--- src/rtl/pulse_pkg.sv ---
// pulse_pkg: shared FSM state encoding and default counter width for pulse_meter.
package pulse_pkg;
    localparam int DEFAULT_WIDTH = 16;
    typedef enum logic [1:0] {
        IDLE = 2'd0,
        HIGH = 2'd1,
        LOW  = 2'd2
    } state_e;
endpackage

--- src/rtl/sync_edge.sv ---
// sync_edge: two-flop synchronizer plus history flop with rise/fall detection.
// Ports: clock (rising edge), clear (async active-low), in (async input),
//        s (synchronized level), rise/fall (one-cycle edge strobes).
module sync_edge (
    input  logic clock,
    input  logic clear,
    input  logic in,
    output logic s,
    output logic rise,
    output logic fall
);
    logic s1_q, s2_q, sd_q;
    always_ff @(posedge clock or negedge clear) begin
        if (!clear) begin
            s1_q <= 1'b0;
            s2_q <= 1'b0;
            sd_q <= 1'b0;
        end else begin
            s1_q <= in;
            s2_q <= s1_q;
            sd_q <= s2_q;
        end
    end
    assign s    = s2_q;
    assign rise = s2_q & ~sd_q;
    assign fall = ~s2_q & sd_q;
endmodule

--- src/rtl/pulse_meter.sv ---
// pulse_meter: measures high time and rise-to-rise period of an async pulse train.
// Ports: clock, clear (async active-low), signal (async pulse input),
//        valid (one-cycle strobe), high_width, period (WIDTH+1 bits),
//        pulse_count (wrapping), overflow (sticky), timeout (one-cycle strobe).
// Build option: define PULSE_METER_FILTER_EN to drop highs shorter than MIN_HIGH.
module pulse_meter
    import pulse_pkg::*;
#(
    parameter int WIDTH       = DEFAULT_WIDTH,
    parameter int COUNT_WIDTH = 8,
    parameter int MIN_HIGH    = 2
) (
    input  logic                   clock,
    input  logic                   clear,
    input  logic                   signal,
    output logic                   valid,
    output logic [WIDTH-1:0]       high_width,
    output logic [WIDTH:0]         period,
    output logic [COUNT_WIDTH-1:0] pulse_count,
    output logic                   overflow,
    output logic                   timeout
);
    localparam logic [WIDTH-1:0] MAX = '1;
    localparam logic [WIDTH-1:0] ONE = WIDTH'(1);

    logic s, rise, fall, glitch;
    state_e state_q, state_d;
    logic [WIDTH-1:0] hi_q, hi_d, lo_q, lo_d, hw_q, hw_d;
    logic [WIDTH:0] per_q, per_d;
    logic [COUNT_WIDTH-1:0] cnt_q, cnt_d;
    logic valid_q, valid_d, ovf_q, ovf_d, to_q, to_d;

    sync_edge u_sync (
        .clock(clock),
        .clear(clear),
        .in   (signal),
        .s    (s),
        .rise (rise),
        .fall (fall)
    );

`ifdef PULSE_METER_FILTER_EN
    assign glitch = hi_q < WIDTH'(MIN_HIGH);
`else
    logic unused_min_high;
    assign unused_min_high = (MIN_HIGH != 0);
    assign glitch = 1'b0;
`endif

    always_comb begin
        state_d = state_q;
        hi_d    = hi_q;
        lo_d    = lo_q;
        hw_d    = hw_q;
        per_d   = per_q;
        cnt_d   = cnt_q;
        valid_d = 1'b0;
        to_d    = 1'b0;
        case (state_q)
            IDLE: begin
                if (rise) begin
                    state_d = HIGH;
                    hi_d    = ONE;
                end
            end
            HIGH: begin
                if (fall) begin
                    state_d = glitch ? IDLE : LOW;
                    hi_d    = glitch ? '0 : hi_q;
                    lo_d    = glitch ? '0 : ONE;
                end else if (s && hi_q != MAX) begin
                    hi_d = hi_q + ONE;
                end
            end
            LOW: begin
                // A rise wins over a pending timeout, so a saturated low still completes.
                if (rise) begin
                    valid_d = 1'b1;
                    hw_d    = hi_q;
                    per_d   = {1'b0, hi_q} + {1'b0, lo_q};
                    cnt_d   = cnt_q + 1'b1;
                    state_d = HIGH;
                    hi_d    = ONE;
                    lo_d    = '0;
                end else if (lo_q == MAX) begin
                    to_d    = 1'b1;
                    state_d = IDLE;
                    hi_d    = '0;
                    lo_d    = '0;
                end else if (!s) begin
                    lo_d = lo_q + ONE;
                end
            end
            default: state_d = IDLE;
        endcase
        // Either counter landing on its ceiling marks the sticky overflow.
        ovf_d = ovf_q | (hi_d == MAX) | (lo_d == MAX);
    end

    always_ff @(posedge clock or negedge clear) begin
        if (!clear) begin
            state_q <= IDLE;
            hi_q    <= '0;
            lo_q    <= '0;
            hw_q    <= '0;
            per_q   <= '0;
            cnt_q   <= '0;
            valid_q <= 1'b0;
            ovf_q   <= 1'b0;
            to_q    <= 1'b0;
        end else begin
            state_q <= state_d;
            hi_q    <= hi_d;
            lo_q    <= lo_d;
            hw_q    <= hw_d;
            per_q   <= per_d;
            cnt_q   <= cnt_d;
            valid_q <= valid_d;
            ovf_q   <= ovf_d;
            to_q    <= to_d;
        end
    end

    assign valid       = valid_q;
    assign high_width  = hw_q;
    assign period      = per_q;
    assign pulse_count = cnt_q;
    assign overflow    = ovf_q;
    assign timeout     = to_q;
endmodule

--- config.mk ---
export PLATFORM = sky130hd
export DESIGN_NAME = pulse_meter
export DESIGN_NICKNAME = d
export VERILOG_FILES = /design/src/rtl/pulse_pkg.sv /design/src/rtl/sync_edge.sv /design/src/rtl/pulse_meter.sv
export SDC_FILE = /design/constraint.sdc
export NUM_CORES = 1
export LEC_CHECK = 0
export ABC_CLOCK_PERIOD_IN_PS = 3320
export CORE_MARGIN = 2
export CORE_UTILIZATION = 58
export DETAILED_ROUTE_END_ITERATION = 10
export PLACE_DENSITY = 0.84
export SYNTH_ARGS = -nofsm -noshare
export SYNTH_HDL_FRONTEND = slang
export SYNTH_HIERARCHICAL = 1
export SYNTH_SLANG_ARGS = --single-unit
--- constraint.sdc ---
create_clock -name clock -period 3.32 [get_ports clock]
set_input_delay 0.332 -clock clock [delete_from_list [all_inputs] [get_ports clock]]
set_output_delay 0.332 -clock clock [all_outputs]
set_load 0.02 [all_outputs]
# After elaboration in Yosys (flattened, before gate mapping)
# Cells that the tools add are included.
[word_totals]
in_bits = 3
out_inout_bits = 44
wordCells = 56
regBits = 81
[op_classes]
bitwise_logic = 6
eq_ne = 9
n_mux = 21
add_sub_neg = 4
n_reduce_logical = 4
[ops]
columns = ["cell", "n"]
rows = [
  ["16-bit two-way mux", 9],
  ["16-bit equality test (second input constant)", 3],
  ["16-bit one-hot mux with 3 select lines", 1],
  ["16-bit by 1-bit adder with 16-bit output (second input constant)", 2],
  ["16-bit one-hot mux with 2 select lines", 1],
  ["16-bit by 16-bit adder with 17-bit output", 1],
  ["16-bit != test (second input constant)", 1],
  ["8-bit by 1-bit adder with 8-bit output (second input constant)", 1],
  ["2-bit two-way mux", 4],
  ["2-bit one-hot mux with 3 select lines", 1],
  ["1-bit two-way mux", 5],
  ["2-bit != test (second input constant)", 2],
  ["3-bit != test (second input constant)", 1],
  ["3-bit AND reduction", 1],
  ["1-bit bitwise AND", 2],
  ["2-bit by 1-bit equality test with 1-bit output (second input constant)", 1],
  ["2-bit equality test (second input constant)", 1],
  ["2-bit logical NOT", 1],
  ["1-bit NOT", 2],
  ["1-bit OR", 2],
  ["2-bit AND reduction", 1],
  ["1-bit logical AND", 1],
]

# Depth between registers and ports, before layout
# Gate-level depths: netlist of the first run.
[depth]
word_depth = 8
depth_mapped = 11
ltp_nobuf = 11

# Cells and area by module
# The synthesis of the first run kept the hierarchy.
[modules_own_cells]
columns = ["module", "instances", "area_per_inst_um2", "cells_per_inst", "seq_area_each_um2"]
rows = [
  ["pulse_meter", 1, 4718.3, 520, 1951.9],
  ["sync_edge", 1, 90.1, 5, 75.1],
]

# Worst setup path after synthesis of the first run
# OpenSTA, ideal clock, no wires.
[synth_path]
kind = "register to register"
from = "register hi_q[0]"
to = "register per_q[14] (netlist: period[14])"
stages_incl_launch_ff = 12
path_slack_ns = 0.905
n_path_buf = 0
t_arrival_ns = 2.280
setup_time_ns = 0.135
cell_sequence = "dfrtp_1 ha_1 inv_1 fa_1 nor2b_1 o21ai_0 a21oi_1 o21ai_0 a311o_1 a31oi_1 xnor2_1 o21ai_0"
[synth_via]
elab_chain_len = 1
[synth_lines]
columns = ["element", "line", "source"]
rows = [
  ["from (decl)", "pulse_meter.sv:28", "logic [WIDTH-1:0] hi_q, hi_d, lo_q, lo_d, hw_q, hw_d;"],
  ["from (signal assigned)", "pulse_meter.sv:113", "hi_q <= hi_d;"],
  ["16-bit by 16-bit adder with 17-bit output", "pulse_meter.sv:80", "per_d = {1'b0, hi_q} + {1'b0, lo_q};"],
  ["to (signal assigned)", "pulse_meter.sv:116", "per_q <= per_d;"],
  ["to (decl)", "pulse_meter.sv:29", "logic [WIDTH:0] per_q, per_d;"],
]
# No other way between the ends.
# A chain may end at the register's enable or synchronous reset.

# Final worst setup path of the first run
[layout_path]
from = "register hi_q[0]"
to = "register ovf_q (netlist: overflow)"
[layout_via]
elab_chain_len = 8
elab_cells_between_ends = 12
cone_classes = "add/sub (1); eq/ne (2); mux (6); bitwise (2); reduce/logical (1)"
[layout_lines]
columns = ["element", "line", "source"]
rows = [
  ["branches (longest 2 deep; another with 16-bit by 1-bit adder with 16-bit output)", "n/a", ""],
  ["16-bit two-way mux *", "pulse_meter.sv:71", "end else if (s && hi_q != MAX) begin"],
  ["16-bit two-way mux *", "pulse_meter.sv:67", "if (fall) begin"],
  ["16-bit one-hot mux with 3 select lines *", "pulse_meter.sv:59", "case (state_q)"],
  ["named net hi_d[3]", "pulse_meter.sv:28", ""],
  ["16-bit equality test *", "pulse_meter.sv:97", "ovf_d = ovf_q | (hi_d == MAX) | (lo_d == MAX);"],
  ["1-bit OR * (2 in a row)", "pulse_meter.sv:97", ""],
  ["named net ovf_d", "pulse_meter.sv:31", "logic valid_q, valid_d, ovf_q, ovf_d, to_q, to_d;"],
  ["to (signal assigned)", "pulse_meter.sv:119", "ovf_q <= ovf_d;"],
  ["to (decl)", "pulse_meter.sv:31", ""],
]
# Mark *: on every way through the listed nets, which the timed path passes.

==> results by group, run 1 <==
Outcome
  – Run status: completed

Flow run
  – Max Cap Viol: 0

Synth
  – Synth top area share: approximately 42%
  – Ys Warns: 6
  – Number of synthesized flops with an enable pin: 0
  – Top cells by area, synth: dfrtp_1, nand2_1, ha_1
  – Post-synthesis register bit count: around 80
  – Syn Inst Count: around 530
  – Library cells used by synthesis: 83
  – Synthesized Nets: 552
  – Post-synth top flop: dfrtp_1
  – Post-synth ARST share: 100%
  – Post-synth top area cell: dfrtp_1
  – Synthesized cell area: ~4800 µm²
  – Syn_area_per_cell: roughly 9.2 µm²
  – Seq/Total Area, Yosys: 42.2%

Worst setup path
  – Crit. End Element: flop
  – CP required: 3610 ps
  – Critical Setup Path Class: flop to flop
  – Slowest cell on crit path: or4_4
  – CP most frequent cell: nand3_2
  – Worst EP arrival: 3090 ps
  – Worst Path Max Fanout: 7
  – Max incr delay on CP: a little under 600 ps
  – Type of origin of the critical path: flop
  – Crit-path cells: ha_1, nand3_2, or4_4, o21ai_4, o211ai_1, nand3_2, nand4_1, nor4_2, or2_1

CTS
  – Clock latency on the worst-skew pair: 350 ps
  – Clock buffer depth: 2
  – Post-CTS Resized: 0
  – H-tree depth: 3
  – CTS tree: yes
  – Setup bufs post-CTS: 0
  – Clock sinks: just over 80
  – Clock Tree Root: clkbuf_8
  – CTS buffer count: 9
  – Reg clk slew, reported paths: 90 ps
  – Hold Buf Count CTS: 0

Route
  – DRC Markers: 0
  – DRT iter0 DRCs: 266
  – 1st-pass router iterations: 5
  – Final WL: approximately 12 mm
  – Total number of vias: between 4,000 and 5,000
  – DR WL/cell: roughly 18 µm
  – Vias/cell: 6.32
  – Routed Antenna Nets: 0

Timing
  – Final setup viols: 0
  – Final worst-path cycle share: around 84%
  – Relative slew slack: roughly 33%
  – Fin crit period: around 2800 ps
  – Slew Viols, Final: 0
  – Worst clock skew: between 10 and 15 ps
  – Unrepaired setup endpoints after global routing: no
  – Final Hold Fails: 0
  – FMAX: between 300 and 400 MHz
  – Fin Setup TNS: 0 ps
  – Slew @ Worst Pin: 1000 ps

Power
  – Pwr per Cell Area: a little over 500 nW/µm²
  – Peak VDD IR: around 520 µV
  – Power share of the clock group: a little under a quarter
  – Leak: 2.43 nW
  – Sw Ratio: approximately two fifths
  – P_int: approximately 1.7 mW
  – Sw power: between 1 and 1.5 mW
  – Sequential share of power: between 40% and 50%
  – Comb power frac: between 30% and 40%

Floorplanning
  – CORE AREA: 8130 µm²
  – Die H: 95.1 µm
  – Die X: roughly 95 µm
  – DIE AREA: roughly 9000 µm²
  – Initial Util: about three fifths
  – Io pins: 47
  – Row cnt: 33

Finish
  – FILL cells: about 660
  – Commonest cells after routing, fill and taps aside: nand2_1, dfrtp_1, clkdlybuf4s50_1
  – Area Overhead vs Synth: 15.1%
  – Fin nets: around 600
  – Share of cells above drive strength 1: 8.68%
  – Design Area, Final: between 5000 and 6000 µm²
  – Ant diodes: 0

Global routing
  – Overall Global Routing Usage: roughly 29%
  – Global-route wire length before repair: slightly above 20 mm
  – Overflow after GRT: 0
  – Initial antenna violation count: 0
  – Largest net degree at the start of global routing: slightly above 80
  – Vias in the first global route: about 4,000

Placement
  – Post-DP HPWL: between 9 and 10 mm
  – Port-buffer cells: 46
  – Gp weighted congestion: roughly 0.98
  – Placed cell areas: about 5400 µm²

Worst hold path
  – Hold/Removal Path Class: input port to async pin
sequential cells by signal, indices dropped and copies added (netlist names):
| register | count |
|---|---|
| hi_q | 16 |
| high_width | 16 |
| lo_q | 16 |
| overflow | 1 |
| period | 17 |
| pulse_count | 8 |
| state_q | 2 |
| timeout | 1 |
| u_sync/s | 1 |
| u_sync/s1_q | 1 |
| u_sync/sd_q | 1 |
| valid | 1 |
area by class of cell:
class | instances | area [µm²] | area share [%]
repair buffers | 51 | 495 | 8.95
inverters | 28 | 105 | 1.90
clock inverters | 5 | 40.0 | 0.723
multi-input cells | 400 | 2600 | 46.9
flip-flops and latches | 81 | 2030 | 36.6
well taps | 105 | 131 | 2.37
clock buffers | 11 | 141 | 2.55
cells by family (layout without fill, tap and decap cells):
kind of cell | count (synthesis) | in the layout | synth area share (%)
multiplexers | 3 | 3 | 0.651
buffers and inverters | 44 | 95 | 3.85
adder cells (fa/ha/maj) | 24 | 24 | 6.40
AND/OR/NAND/NOR | 210 | 210 | 23.4
XOR/XNOR | 19 | 19 | 3.46
AO/OA/AOI/OAI | 144 | 144 | 20.1
flip-flops | 81 | 81 | 42.2
worst max-delay path: cells and delay by family (launching register included):
kind	cells	cell delay (ps)
fa+ha+maj	1	270
simple gates	6	1580
flops	1	510
compound gates	2	390
synth_stat cells (2+ instances only):
library cell  instances
dfrtp_1              81
nand2_1              81
o21ai_0              40
inv_1                28
a21oi_1              24
ha_1                 23
nand3_1              20
nor2_1               20
nand4_1              16
xnor2_1              15
a31oi_1              11
clkbuf_1             11
and3_1               10
nor3_1               10
a211oi_1              7
nor2b_1               7
nand2b_1              6
o21ai_1               6
o31ai_1               6
a21o_1                5
and2_1                4
nand3_2               4
nand3b_1              4
o21a_1                4
o21bai_1              4
xor2_1                4
a311oi_1              3
a41oi_1               3
and4_1                3
o31a_1                3
a22o_1                2
a32o_1                2
buf_4                 2
mux2i_1               2
nor4_2                2
o21ai_2               2
o41ai_1               2
or2_2                 2
or3_1                 2
stage by stage:
step	cells	worst slack (ps)	hold WS, ps	power, mW	util [%]
floorplan	525	905	36.4	1.84	-
global placement	665	548	351	2.15	65.8
global route	681	290	230	3.01	68.1
finish	681	515	121	2.85	68.1
CTS	681	520	178	2.84	68.1
detailed placement	665	547	338	2.17	65.8
power by group through the flow:
stage / Sequential (mW) / Combinational, mW / Clock [mW]
after floorplan: 1.23 / 0.613 / 0
after global placement: 1.18 / 0.961 / 0
after detailed placement: 1.19 / 0.979 / 0
after CTS: 1.17 / 0.982 / 0.687
after global routing: 1.19 / 1.09 / 0.729
final: 1.17 / 1.00 / 0.675
worst paths after layout:
path / from / to / slack (ps) / cells past startpoint
max reg2reg: hi_q[0] / overflow / 520 / 9
max: hi_q[0] / overflow / 520 / 9
max in group asynchronous: clear / hi_q[15] / 2520 / 1
min: clear / high_width[6] / 120 / 1
min in group clock: u_sync/s1_q / u_sync/s / 370 / 0
min reg2reg: u_sync/s1_q / u_sync/s / 370 / 0
per-layer routing:
metal / vias to the layer above / global-route usage (%) / part of all wire, %
met1: 2028 / 41.3 / 44
met2: 234 / 44.3 / 44
met4: 0 / 12.1 / 3.5
met3: 42 / 5.30 / 8.2
li1: 2001 / - / -
met5: - / 0 / 0
(Power assumes the default switching activity.)
==> run 2: changes to the inputs <==
--- a/config.mk
+++ b/config.mk
@@ -5,7 +5,7 @@
 export SDC_FILE = /design/constraint.sdc
 export NUM_CORES = 1
 export LEC_CHECK = 0
-export ABC_CLOCK_PERIOD_IN_PS = 3320
+export ABC_CLOCK_PERIOD_IN_PS = 2800
 export CORE_MARGIN = 2
 export CORE_UTILIZATION = 58
 export DETAILED_ROUTE_END_ITERATION = 10
==> constraint.sdc (replaced) <==
create_clock -name clock -period 2.8 [get_ports clock]
set_input_delay 0.28 -clock clock [delete_from_list [all_inputs] [get_ports clock]]
set_output_delay 0.28 -clock clock [all_outputs]
set_load 0.02 [all_outputs]
==> run 2 against run 1 <==
  * Core utilization increased by 2.1 points
  * First-iteration DRC count grew 40%
  * Critical path type unchanged
  * Largest power group unchanged
  * Worst hold slack got worse by 61 ps
  * Global-route usage rose by 1.2 points
  * Critical endpoint unchanged
  * Total power increased by 26%
  * Count of clock-buffer cells in the layout shrank 1
==> results by group, run 2 (synthesis results as in run 1) <==
Finish
  – Number of flip-flops in the largest register: 17 (unchanged)
  – Most common cell after layout, fill and taps aside: nand2_1
  – Area Overhead vs Synth: 18.8%
  – Share of cells above drive strength 1: 12.0% (+3.3 points)
  – Fin nets: 613 (+2.5%)
  – FILL cells: 617 (-5.8%)
  – Commonest cells after routing, fill and taps aside: nand2_1, dfrtp_1, clkdlybuf4s50_1
  – Ant diodes: 0 (unchanged)

Worst setup path
  – Type of origin of the critical path: flop
  – Worst Path Max Fanout: 6 (-1)
  – Slowest cell on crit path: dfrtp_1
  – Crit. End Element: flop
  – Critical Setup Path Class: flop to flop
  – Worst EP arrival: 3030 ps (-60 ps)
  – Crit-path cells: inv_1, ha_1, and2b_1, nand2_2, a2111oi_1, a211oi_1, a311oi_2, nand4_1, o41ai_2, or2_1
  – CP required: 3110 ps (-500 ps)
  – Max incr delay on CP: 410 ps (-170 ps)

Worst hold path
  – Hold/Removal Path Class: input port to async pin

Flow run
  – Max Cap Viol: 0 (unchanged)

CTS
  – CTS buffer count: 9 (unchanged)
  – H-tree depth: 3 (unchanged)
  – Clock Tree Root: clkbuf_8
  – Clock latency on the worst-skew pair: 370 ps (+20 ps)
  – CTS tree: yes
  – Reg clk slew, reported paths: 100 ps (about the same)
  – Clock sinks: 81 (unchanged)
  – Clock buffer depth: 2 (unchanged)

Timing
  – Fin crit period: 2720 ps (-87.0 ps)
  – Slew Viols, Final: 0 (unchanged)
  – FMAX: 368 MHz (+3.2%)
  – Slew @ Worst Pin: 1010 ps (+4.28 ps)
  – Relative slew slack: 32.9% (-0.29 points)
  – Final Hold Fails: 0 (unchanged)
  – Setup ws final: 82.4 ps (-433 ps)
  – Unrepaired setup endpoints after global routing: yes
  – Final worst-path cycle share: 97.1% (+13 points)
  – Worst Hold Slack: 60.1 ps (-61.2 ps)
  – Fin Setup TNS: 0 ps (unchanged)
  – Final setup viols: 0 (unchanged)
  – Worst clock skew: 13.5 ps (+1.36 ps)

Route
  – Total number of vias: 4,302 (-0.070%)
  – Final WL: 12.7 mm (+2.0%)
  – DR WL/cell: 18.3 µm (-0.24%)
  – Vias/cell: 6.18 (-2.2%)
  – Routed Antenna Nets: 0 (unchanged)
  – DRC Markers: 0 (unchanged)
  – 1st-pass router iterations: 7 (+2)
  – DRT iter0 DRCs: 372 (+40%)

Placement
  – DP Worst Slack: -147 ps (-694 ps)
  – Gp weighted congestion: 0.981 (unchanged)
  – Port-buffer cells: 46 (unchanged)
  – Post-DP HPWL: 9.35 mm (+0.11%)

Power
  – Power share of the clock group: 26.1% (+2.4 points)
  – Sw power: 1.39 mW (+23%)
  – P_int: 2.19 mW (+27%)
  – Leak: 2.54 nW (+4.4%)
  – Sw Ratio: 38.8% (-0.82 points)
  – Total design power: 3.58 mW (+26%)
  – Peak VDD IR: 640 µV (+22%)
  – Sequential share of power: 38.7% (-2.5 points)
  – Comb power frac: 35.2% (about the same)
  – Pwr per Cell Area: 626 nW/µm² (+22%)

Global routing
  – Largest net degree at the start of global routing: 82 (unchanged)
  – Global-route wire length before repair: 20.8 mm (+2.9%)
  – Initial antenna violation count: 0 (unchanged)
  – Vias in the first global route: 3,950 (-1.2%)
  – Overflow after GRT: 0 (unchanged)
  – Overall Global Routing Usage: 30.3% (+1.2 points)

Floorplanning
  – CORE AREA: 8130 µm² (unchanged)
  – Io pins: 47 (unchanged)
  – Row cnt: 33 (unchanged)
  – Die H: 95.1 µm (unchanged)
  – Die X: 95.1 µm (unchanged)
  – DIE AREA: 9030 µm² (unchanged)
  – Initial Util: 59.1% (unchanged)

Outcome
  – Run status: completed
## run 2: power groups by stage
stage	Clock (mW)	Combinational, mW	Sequential [mW]
3_3_place_gp	0	1.18	1.40
6_report	0.933	1.26	1.38
3_5_place_dp	0	1.19	1.41
2_1_floorplan	0	0.726	1.46
4_1_cts	0.939	1.21	1.39
5_1_grt	0.995	1.37	1.40
## run 2: worst max-delay path, delay by kind of cell, from the launching register on
family	cells	cell delay (ps)
adders and majority gates	1	250
DFF	1	410
and+or+nand+nor	4	740
buffers and inverters	1	120
AOI/OAI and AO/OA	4	1150
## run 2: layer usage
metal	track usage [%]	share of wire (%)	up-vias
li1	-	-	2037
met1	43.8	45	2047
met2	46.6	45	192
met3	5.77	6.9	26
met4	9.30	2.5	0
met5	0	0	-
## run 2: final timing paths
path / start / end / slack [ps] / cells after the start
max: state_q[0] / overflow / 80 / 10
min: clear / high_width[6] / 60 / 1
max reg2reg: state_q[0] / overflow / 80 / 10
min reg2reg: u_sync/s1_q / u_sync/s / 360 / 0
max in group asynchronous: clear / lo_q[0] / 2030 / 1
min in group clock: signal / u_sync/s1_q / 350 / 1
## run 2: through the flow
step / utilization (%) / instance area (µm²) / cells
after CTS: 69.9 / 5690 / 694
after detailed placement: 67.1 / 5460 / 677
after global routing: 70.2 / 5710 / 696
after floorplan: - / 4810 / 525
final: 70.2 / 5710 / 696
after global placement: 67.1 / 5460 / 677
## run 2: cell type report
cell class / count / area [µm²] / share of cell area [%]
Multi-Input combinational cell: 400 / 2610 / 45.8
Timing Repair Buffer: 66 / 621 / 10.9
Clock buffer: 10 / 138 / 2.41
Tap cell: 105 / 131 / 2.30
Clock inverter: 6 / 72.6 / 1.27
Inverter: 28 / 105 / 1.84
Sequential cell: 81 / 2030 / 35.5
## run 2: what timing repair did
| action | 4_1_cts | 5_1_grt |
|---|---|---|
| endpoints found under the setup margin | 1 | 6 |
| hold buffers | 0 | 0 |
| endpoints found under the hold margin | 0 | 0 |
| pin swaps | 1 | 1 |
| gates resized for setup | 3 | 5 |
| setup buffers | 1 | 2 |
